--- src/rtl/dump_arbiter_if.sv ---
// Bundle of trigger, byte-stream and status signals between the TDC frame serializers,
// the dump arbiter and the RAM dump manager.
interface dump_arbiter_if #(
  parameter int NREQ  = 4,
  parameter int CNT_W = 16
);
  logic [NREQ-1:0]   req;
  logic [NREQ-1:0]   ch_wen;
  logic [8*NREQ-1:0] ch_data;
  logic              dumpdone;
  logic              dumpMem;
  logic              write_En_datachannel;
  logic [7:0]        data_datachannel;
  logic [NREQ-1:0]   grant;
  logic              busy;
  logic [NREQ-1:0]   pending;
  logic [CNT_W-1:0]  drop_count;
  logic              timeout_flag;

  modport master (
    output req, ch_wen, ch_data, dumpdone,
    input  dumpMem, write_En_datachannel, data_datachannel, grant, busy, pending,
           drop_count, timeout_flag
  );

  modport slave (
    input  req, ch_wen, ch_data, dumpdone,
    output dumpMem, write_En_datachannel, data_datachannel, grant, busy, pending,
           drop_count, timeout_flag
  );
endinterface

--- src/rtl/dump_arbiter.sv ---
// Round-robin arbiter sharing the RAM-dump datapath between NREQ trigger sources.
// Define DUMP_ARB_TIMEOUT_EN to build in the WAIT-state watchdog and sticky timeout_flag.
module dump_arbiter #(
  parameter int NREQ           = 4,
  parameter int GAP_CYCLES     = 4,
  parameter int TIMEOUT_CYCLES = 4096,
  parameter int CNT_W          = 16
) (
  input logic           SYSCLK,
  input logic           reset_n,
  dump_arbiter_if.slave bus
);
  localparam int IDX_W = $clog2(NREQ);
  localparam int GAP_W = $clog2(GAP_CYCLES + 1);
  localparam int SUM_W = CNT_W + 4;
  localparam logic [CNT_W-1:0] DROP_MAX = {CNT_W{1'b1}};

  typedef enum logic [1:0] {ST_IDLE, ST_ISSUE, ST_WAIT, ST_GAP} state_t;

  state_t           state_q, state_d;
  logic [IDX_W-1:0] ptr_q, ptr_d;
  logic [IDX_W-1:0] sel_q, sel_d;
  logic [NREQ-1:0]  pending_q, pending_d;
  logic [NREQ-1:0]  grant_q, grant_d;
  logic             dump_mem_q, dump_mem_d;
  logic             wen_q, wen_d;
  logic [7:0]       data_q, data_d;
  logic             busy_q, busy_d;
  logic [CNT_W-1:0] drop_q, drop_d;
  logic [GAP_W-1:0] gap_q, gap_d;

  logic [IDX_W-1:0] rr_sel;
  logic [NREQ-1:0]  clear;
  logic [NREQ-1:0]  dropped;
  logic [SUM_W-1:0] drop_sum;
  logic [7:0]       ch_byte [NREQ];

  generate
    for (genvar gi = 0; gi < NREQ; gi++) begin : g_byte
      assign ch_byte[gi] = bus.ch_data[8*gi +: 8];
    end
  endgenerate

  // First pending source strictly after ptr, wrapping around.
  function automatic logic [IDX_W-1:0] rr_pick(input logic [NREQ-1:0] pend,
                                               input logic [IDX_W-1:0] ptr);
    logic [IDX_W-1:0] pick;
    logic             found;
    int               idx;
    pick  = ptr;
    found = 1'b0;
    for (int k = 1; k <= NREQ; k++) begin
      idx = (int'(ptr) + k) % NREQ;
      if (!found && pend[idx]) begin
        found = 1'b1;
        pick  = IDX_W'(idx);
      end
    end
    return pick;
  endfunction

`ifdef DUMP_ARB_TIMEOUT_EN
  localparam int TO_W = $clog2(TIMEOUT_CYCLES + 1);
  logic [TO_W-1:0] wd_q, wd_d;
  logic            tflag_q, tflag_d;
`endif

  always_comb begin
    state_d    = state_q;
    ptr_d      = ptr_q;
    sel_d      = sel_q;
    grant_d    = grant_q;
    gap_d      = gap_q;
    dump_mem_d = 1'b0;
    wen_d      = 1'b0;
    data_d     = 8'h00;
    clear      = '0;
    rr_sel     = rr_pick(pending_q, ptr_q);
`ifdef DUMP_ARB_TIMEOUT_EN
    wd_d       = wd_q;
    tflag_d    = tflag_q;
`endif
    case (state_q)
      ST_IDLE: begin
        if (|pending_q) begin
          sel_d          = rr_sel;
          grant_d        = '0;
          grant_d[rr_sel] = 1'b1;
          dump_mem_d     = 1'b1;
          state_d        = ST_ISSUE;
        end
      end
      ST_ISSUE: begin
        clear[sel_q] = 1'b1;
        ptr_d        = sel_q;
        state_d      = ST_WAIT;
`ifdef DUMP_ARB_TIMEOUT_EN
        wd_d         = '0;
`endif
      end
      ST_WAIT: begin
        if (bus.dumpdone) begin
          state_d = ST_GAP;
          grant_d = '0;
          gap_d   = '0;
        end
`ifdef DUMP_ARB_TIMEOUT_EN
        else if (wd_q == TO_W'(TIMEOUT_CYCLES - 1)) begin
          // Aborted dump is not re-queued; its pending bit was already cleared.
          tflag_d = 1'b1;
          state_d = ST_GAP;
          grant_d = '0;
          gap_d   = '0;
        end else begin
          wd_d = wd_q + 1'b1;
        end
`endif
      end
      ST_GAP: begin
        if (gap_q == GAP_W'(GAP_CYCLES - 1)) state_d = ST_IDLE;
        else gap_d = gap_q + 1'b1;
      end
      default: state_d = ST_IDLE;
    endcase

    if (state_q == ST_ISSUE || state_q == ST_WAIT) begin
      wen_d  = bus.ch_wen[sel_q];
      data_d = ch_byte[sel_q];
    end

    busy_d = (state_d != ST_IDLE);

    // A request coinciding with its own grant re-arms pending rather than dropping.
    dropped   = bus.req & pending_q & ~clear;
    pending_d = (pending_q & ~clear) | bus.req;
    drop_sum  = SUM_W'(drop_q) + SUM_W'($countones(dropped));
    drop_d    = (drop_sum > SUM_W'(DROP_MAX)) ? DROP_MAX : drop_sum[CNT_W-1:0];
  end

  always_ff @(posedge SYSCLK) begin
    if (!reset_n) begin
      state_q    <= ST_IDLE;
      ptr_q      <= IDX_W'(NREQ - 1);
      sel_q      <= '0;
      pending_q  <= '0;
      grant_q    <= '0;
      dump_mem_q <= 1'b0;
      wen_q      <= 1'b0;
      data_q     <= 8'h00;
      busy_q     <= 1'b0;
      drop_q     <= '0;
      gap_q      <= '0;
`ifdef DUMP_ARB_TIMEOUT_EN
      wd_q       <= '0;
      tflag_q    <= 1'b0;
`endif
    end else begin
      state_q    <= state_d;
      ptr_q      <= ptr_d;
      sel_q      <= sel_d;
      pending_q  <= pending_d;
      grant_q    <= grant_d;
      dump_mem_q <= dump_mem_d;
      wen_q      <= wen_d;
      data_q     <= data_d;
      busy_q     <= busy_d;
      drop_q     <= drop_d;
      gap_q      <= gap_d;
`ifdef DUMP_ARB_TIMEOUT_EN
      wd_q       <= wd_d;
      tflag_q    <= tflag_d;
`endif
    end
  end

  assign bus.dumpMem              = dump_mem_q;
  assign bus.write_En_datachannel = wen_q;
  assign bus.data_datachannel     = data_q;
  assign bus.grant                = grant_q;
  assign bus.busy                 = busy_q;
  assign bus.pending              = pending_q;
  assign bus.drop_count           = drop_q;
`ifdef DUMP_ARB_TIMEOUT_EN
  assign bus.timeout_flag         = tflag_q;
`else
  // Always low without the watchdog; the comparison only keeps TIMEOUT_CYCLES referenced.
  assign bus.timeout_flag         = (TIMEOUT_CYCLES < 1);
`endif
endmodule

--- src/flat_wrapper.sv ---
// flat-port wrapper written by rule: the top's interface ports become plain ports
module dump_arbiter_flat 
#(
  parameter int NREQ           = 4,
  parameter int GAP_CYCLES     = 4,
  parameter int TIMEOUT_CYCLES = 4096,
  parameter int CNT_W          = 16
)
  (SYSCLK, reset_n, bus_req, bus_ch_wen, bus_ch_data, bus_dumpdone, bus_dumpMem, bus_write_En_datachannel, bus_data_datachannel, bus_grant, bus_busy, bus_pending, bus_drop_count, bus_timeout_flag);
  dump_arbiter_if #(.NREQ(NREQ), .CNT_W(CNT_W)) bus_i ();
  input logic SYSCLK;
  input logic reset_n;
  input wire logic [$bits(bus_i.req)-1:0] bus_req;
  input wire logic [$bits(bus_i.ch_wen)-1:0] bus_ch_wen;
  input wire logic [$bits(bus_i.ch_data)-1:0] bus_ch_data;
  input wire logic [$bits(bus_i.dumpdone)-1:0] bus_dumpdone;
  output wire logic [$bits(bus_i.dumpMem)-1:0] bus_dumpMem;
  output wire logic [$bits(bus_i.write_En_datachannel)-1:0] bus_write_En_datachannel;
  output wire logic [$bits(bus_i.data_datachannel)-1:0] bus_data_datachannel;
  output wire logic [$bits(bus_i.grant)-1:0] bus_grant;
  output wire logic [$bits(bus_i.busy)-1:0] bus_busy;
  output wire logic [$bits(bus_i.pending)-1:0] bus_pending;
  output wire logic [$bits(bus_i.drop_count)-1:0] bus_drop_count;
  output wire logic [$bits(bus_i.timeout_flag)-1:0] bus_timeout_flag;
  assign bus_i.req = bus_req;
  assign bus_i.ch_wen = bus_ch_wen;
  assign bus_i.ch_data = bus_ch_data;
  assign bus_i.dumpdone = bus_dumpdone;
  assign bus_dumpMem = bus_i.dumpMem;
  assign bus_write_En_datachannel = bus_i.write_En_datachannel;
  assign bus_data_datachannel = bus_i.data_datachannel;
  assign bus_grant = bus_i.grant;
  assign bus_busy = bus_i.busy;
  assign bus_pending = bus_i.pending;
  assign bus_drop_count = bus_i.drop_count;
  assign bus_timeout_flag = bus_i.timeout_flag;
  dump_arbiter #(.NREQ(NREQ), .GAP_CYCLES(GAP_CYCLES), .TIMEOUT_CYCLES(TIMEOUT_CYCLES), .CNT_W(CNT_W)) u_core (.SYSCLK(SYSCLK), .reset_n(reset_n), .bus(bus_i));
endmodule
--- config.mk ---
export PLATFORM = sky130hd
export DESIGN_NAME = dump_arbiter_flat
export DESIGN_NICKNAME = d
export VERILOG_FILES = /design/src/rtl/dump_arbiter_if.sv /design/src/rtl/dump_arbiter.sv /design/src/flat_wrapper.sv
export SDC_FILE = /design/constraint.sdc
export NUM_CORES = 1
export LEC_CHECK = 0
export CAP_MARGIN = 20
export CORE_ASPECT_RATIO = 1.1
export CORE_MARGIN = 4
export CORE_UTILIZATION = 45
export DETAILED_ROUTE_END_ITERATION = 10
export PLACE_DENSITY = 0.89
export SETUP_SLACK_MARGIN = 0.3
export SYNTH_ARGS = -nofsm -noshare
export SYNTH_HDL_FRONTEND = slang
export SYNTH_SLANG_ARGS = --single-unit
--- constraint.sdc ---
create_clock -name SYSCLK -period 4.15 [get_ports SYSCLK]
set_clock_uncertainty 0.1 [all_clocks]
set_input_delay 1.0375 -clock SYSCLK [delete_from_list [all_inputs] [get_ports SYSCLK]]
set_output_delay 1.0375 -clock SYSCLK [all_outputs]
set_load 0.05 [all_outputs]
==> metrics.yaml <==
floorplanning:
  initial_utilization: 0.476
  coreArea_mm2: 0.00478
  rows: 26
  die_width_um: 75.8
  die_h_um: 82.6
  io_pins: 79
  floorplan.die_area_mm2: 0.00626
clocking:
  tritoncts: "built"
  numCtsBuffers: 5
  path_clk_slew_ns: 0.08
  cts-root-buf: "clkbuf_8"
  cts_sinks: 44
  cts_buffer_depth: 2
  postCtsHoldBufs: 0
  clock_latency_ns: 0.31
  htree_levels: 2
final_layout:
  instances_no_fill: 374
  drive_gt1_frac: 0.104
  nNetsFinal: 373
  area_delta_synth_final_pct: 43.3
  utilization: 0.682
  fillers: 345
  n_antenna_cell: 0
yosys:
  synth_edf_count: 0
  netlist_instances: 234
  ys_seq_area_frac: 0.387
  synth_area_mm2: 0.00228
  syn_nets: 290
  synth_area_per_cell_um2: 9.73
  synth_warnings: 0
  synth.distinct_cells: 47
  synth-seq-cells: 44
  async_flop_share: 0
  ys.flop_type: "dfxtp_1"
placement:
  dp_hpwl_um: 4600
  numPortBuffers: 77
  gp_congestion: 0.864
  dp.cells: 365
  pre_cts_ws_ns: 0.0271
setup_path:
  cp.arrival_ns: 3.81
  worst_setup_path_end_kind: "flip-flop"
  critical_path_class: "in -> reg"
  cp-start-kind: "primary input"
  critPathRequiredTime_ns: 4.22
  worstPathMaxFanout: 5
min_path:
  hp-class: "reg -> reg"
sta:
  worstMarginPinSlew_ns: 0.540
  setup_tns_ns: 0
  relSlewSlack: 0.639
  whs_ns: 0.375
  rsz0062_at_grt: "no"
  min_period_ns: 3.74
  min_period_over_period: 0.901
  timing_hold_violations_final: 0
  maxSlewViolCount: 0
  finalSetupViolations: 0
  setup_slack_ns: 0.410
  max_freq_ghz: 0.267
routing:
  drtIter0Drc: 140
  vias: 2113
  post_drt_wl_per_cell_um: 16.6
  drtPass1Iterations: 5
  finalWirelength_um: 6220
  wl_met2_um: 3210
  post_drt_via_cell_ratio: 5.65
  ant_nets: 0
  wl_met3_um: 605
  drc_errors: 0
  wl_met1_um: 2280
  top_layer_used: "met4"
run:
  cap_violations: 0
pwr:
  vdd_drop_max_uv: 170
  cellLeakagePower_nw: 1.24
  p_per_area_mw_per_mm2: 368
global_route:
  first_global_vias: 2147
  antenna_found_initial: 0
  grt_max_degree: 23
  track_usage: 0.202
  grt_overflow: 0
  grt_pass1_wl_um: 9680
run_status:
  status: "complete, no violations"
[critical path, stage by stage]
cell	delay, ns
clkdlybuf4s50_1	0.40
inv_1	0.08
nor2_1	0.06
ha_1	0.30
inv_1	0.06
fa_1	0.39
inv_1	0.08
ha_2	0.18
inv_1	0.06
fa_2	0.37
nand4b_1	0.24
buf_6	0.18
nor4_4	0.14
xnor2_1	0.15
a21oi_1	0.09
[through the flow]
stage                     power, mW  area [µm²]
after floorplan               0.747        2280
after global placement        0.866        3110
after detailed placement      0.877        3110
after CTS                      1.20        3220
after global routing           1.25        3260
final                          1.20        3260
[final timing paths]
kind	depth (start not counted)	start	slack [ns]	endpoint
worst min-delay path	2	u_core.sel_q[1]	0.37	u_core.sel_q[1]
worst max-delay path	15	bus_req[2]	0.41	u_core.bus.drop_count[13]
worst min register to register	2	u_core.sel_q[1]	0.37	u_core.sel_q[1]
worst max register to register	16	u_core.state_q[0]	0.48	u_core.bus.drop_count[13]
[state kept, by name (all words and copies together), names as in the netlist]
signal and cells:
u_core.bus.drop_count 16, u_core.state_q 2, u_core.bus.grant 4, u_core.gap_q 3
u_core.bus.pending 4, u_core.bus.dumpMem 1, u_core.ptr_q 2, u_core.bus.write_En_datachannel 1
u_core.bus.data_datachannel 8, u_core.bus.busy 1, u_core.sel_q 2
[layout by cell type (no fill, tap or decap), types with 2 or more instances in the layout]
cell type         n
and3b_1           2
nand4_1           4
and3_1           10
fa_1              2
nor3_1            7
and2_1            3
buf_4             6
o21ai_1           2
xnor2_1           7
mux4_2            9
a21oi_1          19
nor2_1           18
o21a_1            3
a32o_1            4
clkbuf_8          5
mux2i_1           4
o211ai_1          2
o21bai_1          2
nor2b_1          10
o21ai_0           6
nand3_1           6
nand2_1          10
inv_1            16
a21boi_0          2
clkdlybuf4s50_1  76
nor4_1            2
ha_1              9
dfxtp_1          44
[logic make-up after synthesis]
group | count (synthesis) | synth area share
flops | 44 | 0.387
xor+xnor | 8 | 0.0308
other cells | 1 | 0.00165
buf+inv | 25 | 0.0505
simple gates | 81 | 0.191
fa+ha+maj | 13 | 0.0813
mux | 13 | 0.107
compound gates | 49 | 0.152
[final cells by class]
class / instances / area [µm²] / share of cell area
clock inverters: 2 / 35.0 / 0.0107
inverters: 17 / 63.8 / 0.0196
clock buffers: 6 / 72.6 / 0.0222
repair buffers: 84 / 830 / 0.254
well taps: 56 / 70.1 / 0.0215
flip-flops and latches: 44 / 881 / 0.270
multi-input cells: 165 / 1310 / 0.402
[metal layers]
metal  vias to the layer above  track usage
met3                        14       0.0533
met1                      1003        0.227
li1                       1000            -
met5                         -            0
met4                         0       0.0734
met2                        96        0.359
[cells in the mapped netlist, types with 3 or more instances]
cell type | number | area, µm²
nor3_1 | 8 | 40.0
mux2i_1 | 4 | 40.0
mux4_2 | 9 | 203
clkbuf_1 | 3 | 11.3
and3_1 | 11 | 68.8
nor2_1 | 18 | 67.6
nand2_1 | 10 | 37.5
nand3_1 | 6 | 30.0
fa_1 | 3 | 60.1
nand4_1 | 4 | 25.0
o21a_1 | 3 | 22.5
xnor2_1 | 7 | 61.3
nor4_1 | 3 | 18.8
o21ai_0 | 7 | 35.0
dfxtp_1 | 44 | 881
a32o_1 | 4 | 40.0
a21oi_1 | 19 | 95.1
inv_1 | 16 | 60.1
and2_1 | 3 | 18.8
nor2b_1 | 10 | 62.6
ha_1 | 10 | 125
[power by group]
group,switching [mW],internal (mW)
Combinational,0.209,0.172
Sequential,0.0330,0.458
Clock,0.149,0.179
[what timing repair did]
| action | in CTS | in global routing |
|---|---|---|
| pin swaps | 0 | 3 |
| setup buffers | 0 | 1 |
| endpoints found under the hold margin | 0 | 0 |
| resized for setup | 1 | 8 |
| setup endpoints to repair | 2 | 5 |
No activity file was read; power rests on OpenSTA's default activity.
